**config.mk**
```make
export PLATFORM = sky130hd
export DESIGN_NAME = pipe_stage_reg
export DESIGN_NICKNAME = d
export VERILOG_FILES = /design/src/rtl/pipe_stage_reg.sv
export SDC_FILE = /design/constraint.sdc
export NUM_CORES = 1
export LEC_CHECK = 0
export ABC_CLOCK_PERIOD_IN_PS = 3500
export BUFFER_PORTS_ARGS = -buffer_cell sky130_fd_sc_hd__buf_4
export CAP_MARGIN = 0
export CORE_ASPECT_RATIO = 0.9
export CORE_MARGIN = 2
export CORE_UTILIZATION = 45
export CTS_CLUSTER_DIAMETER = 60
export DETAILED_ROUTE_END_ITERATION = 10
export PLACE_DENSITY = 0.67
export SYNTH_ARGS = -nofsm -noshare
export SYNTH_HDL_FRONTEND = slang
export SYNTH_SLANG_ARGS = --single-unit
```
**constraint.sdc**
```tcl
create_clock -name clk -period 3.5 [get_ports clk]
set_clock_uncertainty 0.2 [all_clocks]
set_input_delay 0.35 -clock clk [delete_from_list [all_inputs] [get_ports clk]]
set_output_delay 0.35 -clock clk [all_outputs]
set_load 0.02 [all_outputs]
```
**src/rtl/pipe_stage_reg.sv**
```systemverilog
// Parametrised pipeline stage register with valid/ready handshake, flush and an
// optional two-entry skid buffer that registers in_ready.
module pipe_stage_reg #(
    parameter int                CTRL_W   = 8,
    parameter int                DATA_W   = 64,
    parameter logic [CTRL_W-1:0] CTRL_NOP = {CTRL_W{1'b0}},
    parameter int                SKID     = 1
) (
    input  logic              clk,
    input  logic              rst,
    input  logic              flush,
    input  logic              in_valid,
    output logic              in_ready,
    input  logic [CTRL_W-1:0] in_ctrl,
    input  logic [DATA_W-1:0] in_data,
    output logic              out_valid,
    input  logic              out_ready,
    output logic [CTRL_W-1:0] out_ctrl,
    output logic [DATA_W-1:0] out_data,
    output logic [1:0]        occ
);

    typedef enum logic [1:0] {
        ST_EMPTY = 2'd0,
        ST_HALF  = 2'd1,
        ST_FULL  = 2'd2
    } state_t;

    generate
        if (SKID == 0) begin : g_single
            logic              valid_r;
            logic [CTRL_W-1:0] ctrl_r;
            logic [DATA_W-1:0] data_r;
            logic              in_xfer_s;
            logic              out_xfer_s;

            assign in_ready   = ~valid_r | out_ready;
            assign in_xfer_s  = in_valid & in_ready;
            assign out_xfer_s = valid_r & out_ready;

            // Single slot: load on accept, drop to a NOP bubble on drain.
            always_ff @(posedge clk) begin
                if (rst) begin
                    valid_r <= 1'b0;
                    ctrl_r  <= CTRL_NOP;
                    data_r  <= {DATA_W{1'b0}};
                end else if (flush) begin
                    valid_r <= 1'b0;
                    ctrl_r  <= CTRL_NOP;
                end else if (in_xfer_s) begin
                    valid_r <= 1'b1;
                    ctrl_r  <= in_ctrl;
                    data_r  <= in_data;
                end else if (out_xfer_s) begin
                    valid_r <= 1'b0;
                    ctrl_r  <= CTRL_NOP;
                end else begin
                    valid_r <= valid_r;
                end
            end

            assign out_valid = valid_r;
            assign out_ctrl  = ctrl_r;
            assign out_data  = data_r;
            assign occ       = {1'b0, valid_r};
        end else begin : g_skid
            state_t            state_r, state_n;
            logic              in_ready_r, in_ready_n;
            logic              valid_r, valid_n;
            logic [CTRL_W-1:0] main_ctrl_r, main_ctrl_n;
            logic [DATA_W-1:0] main_data_r, main_data_n;
            logic [CTRL_W-1:0] skid_ctrl_r, skid_ctrl_n;
            logic [DATA_W-1:0] skid_data_r, skid_data_n;
            logic              in_xfer_s;
            logic              out_xfer_s;

            // in_ready is a flop, so the accept decision never sees this cycle's out_ready.
            assign in_xfer_s  = in_valid & in_ready_r;
            assign out_xfer_s = valid_r & out_ready;

            // Next-state and datapath steering over the occupancy FSM.
            always_comb begin
                state_n     = state_r;
                main_ctrl_n = main_ctrl_r;
                main_data_n = main_data_r;
                skid_ctrl_n = skid_ctrl_r;
                skid_data_n = skid_data_r;
                case (state_r)
                    ST_EMPTY: begin
                        if (in_xfer_s) begin
                            main_ctrl_n = in_ctrl;
                            main_data_n = in_data;
                            state_n     = ST_HALF;
                        end else begin
                            state_n = ST_EMPTY;
                        end
                    end
                    ST_HALF: begin
                        if (in_xfer_s && out_xfer_s) begin
                            main_ctrl_n = in_ctrl;
                            main_data_n = in_data;
                        end else if (in_xfer_s) begin
                            skid_ctrl_n = in_ctrl;
                            skid_data_n = in_data;
                            state_n     = ST_FULL;
                        end else if (out_xfer_s) begin
                            main_ctrl_n = CTRL_NOP;
                            state_n     = ST_EMPTY;
                        end else begin
                            state_n = ST_HALF;
                        end
                    end
                    ST_FULL: begin
                        if (out_xfer_s) begin
                            main_ctrl_n = skid_ctrl_r;
                            main_data_n = skid_data_r;
                            state_n     = ST_HALF;
                        end else begin
                            state_n = ST_FULL;
                        end
                    end
                    default: begin
                        main_ctrl_n = CTRL_NOP;
                        state_n     = ST_EMPTY;
                    end
                endcase
                // Flush kills every held entry but leaves the data payload as it was.
                if (flush) begin
                    state_n     = ST_EMPTY;
                    main_ctrl_n = CTRL_NOP;
                    main_data_n = main_data_r;
                    skid_ctrl_n = skid_ctrl_r;
                    skid_data_n = skid_data_r;
                end else begin
                    state_n = state_n;
                end
                valid_n    = (state_n != ST_EMPTY);
                in_ready_n = (state_n != ST_FULL);
            end

            // State, handshake and payload registers.
            always_ff @(posedge clk) begin
                if (rst) begin
                    state_r     <= ST_EMPTY;
                    in_ready_r  <= 1'b1;
                    valid_r     <= 1'b0;
                    main_ctrl_r <= CTRL_NOP;
                    main_data_r <= {DATA_W{1'b0}};
                    skid_ctrl_r <= CTRL_NOP;
                    skid_data_r <= {DATA_W{1'b0}};
                end else begin
                    state_r     <= state_n;
                    in_ready_r  <= in_ready_n;
                    valid_r     <= valid_n;
                    main_ctrl_r <= main_ctrl_n;
                    main_data_r <= main_data_n;
                    skid_ctrl_r <= skid_ctrl_n;
                    skid_data_r <= skid_data_n;
                end
            end

            assign in_ready  = in_ready_r;
            assign out_valid = valid_r;
            assign out_ctrl  = main_ctrl_r;
            assign out_data  = main_data_r;
            assign occ       = state_r;
        end
    endgenerate

endmodule

```
# Word-level counts from Yosys, hierarchy flattened
# Cells that the tools add are included.
[totals] ff_bits=148 input_bits=77 word_cells=44 output_inout_bits=76
[op_classes] reduce_logical=8 muxes=17 bitwise=4 eq_ne=8
[op_table] operator="$mux 64" count=3
[op_table] operator="$pmux 64 s3" count=1
[op_table] operator="$mux 8" count=5
[op_table] operator="$pmux 8 s3" count=1
[op_table] operator="$mux 2" count=4
[op_table] operator="$ne 2x2->1 const B" count=4
[op_table] operator="$reduce_and 4->1" count=2
[op_table] operator="$ne 3x3->1 const B" count=2
[op_table] operator="$pmux 2 s3" count=1
[op_table] operator="$reduce_and 5->1" count=1
[op_table] operator="$reduce_bool 3->1" count=1
[op_table] operator="$and 1x1->1" count=2
[op_table] operator="$eq 2x1->1 const B" count=1
[op_table] operator="$eq 2x2->1 const B" count=1
[op_table] operator="$logic_not 2->1" count=1
[op_table] operator="$mux 1" count=2
[op_table] operator="$not 1->1" count=2
[op_table] operator="$reduce_bool 2->1" count=1
[op_table] operator="$reduce_or 2->1" count=1
[op_table] operator="$logic_and 1x1->1" count=1

# Depth between registers and ports, before layout
[logic_depth] word_depth=7 ltp_mapped=8

# Worst setup path after synthesis
# OpenSTA, ideal clock, no wires.
[synth_path] path_type="reg-to-reg" startpoint="reg g_skid.state_r[1], in the netlist occ[1]" endpoint="reg g_skid.main_data_r[0], in the netlist out_data[0]" stages_incl_launch_ff=8 setup_time_ns=0.142 path_slack_ns=1.640 t_arrival_ns=1.518 period_less_slack_ns=1.860 path_cell_list="dfxtp_1 -> buf_2 -> nand2b_1 -> buf_2 -> o22ai_2 -> buf_4 -> clkbuf_1 -> a311oi_1"
[synth_via] elab_chain_len=3 elab_cells_between_ends=9 classes_between="5 x eq/ne; 1 x mux; 3 x reduce/logical"
[synth_lines] element="start: declaration" line="67" rtl="state_t state_r, state_n;"
[synth_lines] element="start signal: assignment" line="152" rtl="state_r <= state_n;"
[synth_lines] element="$eq 2x1->1 (tied with other cells)" line="88" rtl="case (state_r)"
[synth_lines] element="$ne 2x2->1 (no line) / $reduce_bool 3->1 (equally long branches)"
[synth_lines] element="$reduce_and 5->1 (no line)"
[synth_lines] element="end signal: assignment" line="148" rtl="main_data_r <= {DATA_W{1'b0}};"
[synth_lines] element="end signal: assignment" line="156" rtl="main_data_r <= main_data_n;"
[synth_lines] element="end: declaration" line="71" rtl="logic [DATA_W-1:0] main_data_r, main_data_n;"
# Parallel ways exist; a longest one is shown, timed or not.
# A chain may end at the register's enable or synchronous reset.

# Worst setup path in the final report
[layout_path] startpoint="reg g_skid.state_r[0], in the netlist occ[0]" endpoint="reg g_skid.main_data_r[2], in the netlist out_data[2]"
# Same word-level chain as after synthesis.

==> summary.md <==
| Metric | Value |
|---|---|
| Ys Warns | 0 |
| Yosys top cell by area | dfxtp_1 |
| R2r endpoint | out_data[2] |
| Syn Nets | 777 |
| Fillcell total | 1110 |
| Violation count after the first detailed-route iteration | 423 |
| Number of flops mapped to enable cells by yosys | 0 |
| Gpl congestion | 0.807 |
| Max-slew violation count | 0 |
| CTS max path bufs | 2 |
| Post-route ant nets | 0 |
| CP peak stage delay | 0.70 ns |
| Critical Path AT | 2.99 ns |
| Post-Syn Instances | 700 |
| Vias | 5763 |
| Final setup vio count | 0 |
| P_leak | 3.71 nW |
| Most frequent cell after synthesis | nand2_1 |
| Pwr Density | 490 nW/um^2 |
| Clock Tree Root | clkbuf_16 |
| Synthesis-to-finish area growth | 38.5% |
| Period utilisation layout | 0.824 |
| Worst Setup SP | occ[0] |
| Setup crit start kind | flop |
| Clock Latency Late Sink | 0.41 ns |
| Hold Crit Class | in -> reg |
| Kind of critical path | reg -> reg |
| Clk slew on worst S/H paths | 0.06 ns |
| Required time worst endpoint | 3.61 ns |
| Chip Width | 128 um |
| Avg Inst Size Synth | 8.89 um^2 |
| Vias in the first global route | 5400 |
| Gr usage total | 0.228 |
| Distinct cells, synth | 32 |
| Worst reg2reg path depth | 5 |
| TritonCTS clock tree | done |
| Post-synthesis sequential area ratio | 0.476 |
| Status | complete, no violations |
| Share of the synthesized area in the top cell type | 0.476 |
| First-pass GRT wire length | 26.9 mm |
| Setup bufs post-CTS | 0 |
| Drt pass-1 iters | 4 |
| CP Capture Type | flop |
| Hold Crit Start | in_data[59] |
| Reg2reg setup slack | 0.61 ns |
| CTS Sinks | 148 |
| Met2 usage | 0.369 |
| Worst flop-to-flop path startpoint | occ[0] |
| Initial core utilization | 0.464 |
| Cell breakdown of the critical path | nand2b_4 -> buf_4 -> buf_4 -> mux2i_1 -> a311oi_1 |
| DRC Markers | 0 |
| Vert. Die Dim | 116 um |
| Core utilization of the finished layout | 0.643 |
| Largest net degree at the start of global routing | 80 |
| Crit-path most repeated cell | buf_4 |
| Post-synth ARST share | 0 |
| Rows | 40 |
| DP Wirelength | 9.97 mm |
| Hold Path Depth | 3 |
| Highest clock rate | 347 MHz |
| IO buf count | 152 |
| Layout Nets | 957 |
| Crit path max fanout | 45 |
| Ratio of cells with drive above 1 in the final layout | 0.222 |
| Top_reg_cell synth | dfxtp_1 |
| Total Negative Setup Slacks | 0 ns |
| Synth top cells by count | nand2_1, dfxtp_1, a21oi_1 |
| Worst slack, placed | 0.712 ns |
| CTS resizes | 0 |
| Slowest-stage cell, CP | buf_4 |
| Register bit total from synthesis | 148 |
| Rel. slew slack | 0.395 |
| Minimum clock period | 2.89 ns |
| Vias/cell | 5.43 |
| Least-Margin Pin Slew | 0.908 ns |
| RSZ-0062 raised after global routing | no |
| Grt total ovfl | 0 |
| TritonCTS Buffers | 17 |
| Met1 usage | 0.297 |
| Ports | 153 |
| H-tree depth | 4 |
| Core area | 13400 um^2 |
| Gr busiest metal | met2 |
| Setup WS post-layout | 0.615 ns |
| WL final | 17.0 mm |
| Met3 Resource Use GR | 0.0605 |
| Maximum vdd drop | 0.498 mV |
| Die area | 14800 um^2 |
| Initial antenna violation count | 1 |
| Synth area leaders | dfxtp_1, a21oi_1, mux2i_1 |
| WHS Endpoint | g_skid.skid_data_r[59] |
| Number of max-cap violations | 0 |
| WL per Instance | 16.0 um |
| Cell area after synthesis | 6220 um^2 |
| Final hold vios | 0 |
==> final cells by class <==
type	count	area, um^2	share of cell area
Multi-Input combinational cell	480	2910	0.337
Inverter	2	10.0	0.00116
Clock inverter	11	133	0.0154
Timing Repair Buffer	231	1940	0.225
Antenna cell	1	2.50	0.000290
Clock buffer	21	460	0.0534
Sequential cell	148	2960	0.344
Tap cell	168	210	0.0244
==> flip-flops by register name, indices dropped and copies added, names as in the netlist <==
| signal | count |
|---|---|
| g_skid.skid_ctrl_r | 8 |
| in_ready | 1 |
| out_valid | 1 |
| occ | 2 |
| out_data | 64 |
| g_skid.skid_data_r | 64 |
| out_ctrl | 8 |
==> critical path: cells and delay by family (launching register included) <==
| family | cells | cell delay (ns) |
|---|---|---|
| compound gates | 1 | 0.35 |
| buf+inv | 2 | 1.07 |
| flops | 1 | 0.66 |
| mux | 1 | 0.17 |
| simple gates | 1 | 0.25 |
==> metrics by stage <==
step / power, W / instances / hold WS [ns] / cell area [um^2]
floorplan: 0.00214 / 700 / 0.236 / 6220
global placement: 0.00236 / 958 / 0.241 / 7320
detailed placement: 0.00237 / 958 / 0.246 / 7320
CTS: 0.00426 / 1061 / 0.00286 / 8620
global route: 0.00439 / 1062 / 0.0192 / 8620
finish: 0.00423 / 1062 / 0.0233 / 8620
==> metal layers <==
layer  share of wire  routed length, um
met3           0.055                940
met1            0.45               7620
met5               0                  0
met4           0.017                286
met2            0.48               8150
==> cell families after synthesis <==
group	synth area share
AOI/OAI and AO/OA	0.233
xor gates and xnor gates	0.00141
buffers and inverters	0.0613
DFF	0.476
muxes	0.116
and+or+nand+nor	0.112
==> worst max path at each step <==
| stage | endpoint | slack [ns] | depth (start not counted) |
|---|---|---|---|
| after floorplan | out_data[0] | 1.64 | 7 |
| after global placement | out_data[58] | 0.80 | 5 |
| after detailed placement | out_data[44] | 0.71 | 5 |
| after CTS | out_data[8] | 0.63 | 5 |
| after global routing | out_data[44] | 0.41 | 5 |
| final | out_data[2] | 0.61 | 5 |
==> power breakdown <==
| part | switching, W | internal, W | leakage, nW |
|---|---|---|---|
| Clock | 0.000676 | 0.00115 | 0.296 |
| Sequential | 0.0000464 | 0.00176 | 1.21 |
| Combinational | 0.000319 | 0.000279 | 2.21 |
| Total | 0.00104 | 0.00318 | 3.71 |
==> placed cells by master (no fill, tap or decap), drive strengths merged, types with 8 or more instances in the layout <==
cell,synthesis,final
a21oi,145,145
a311oi,64,64
buf,29,160
clkbuf,41,21
dfxtp,148,148
dlygate4sd3,0,71
mux2i,72,72
nand2,162,162
o21ai,8,8
o22ai,9,9
==> what timing repair did <==
item / CTS / global route
endpoints found under the setup margin: 0 / 0
hold buffers: 71 / 0
endpoints found under the hold margin: 71 / 0
No activity file was read; power rests on OpenSTA's default activity.
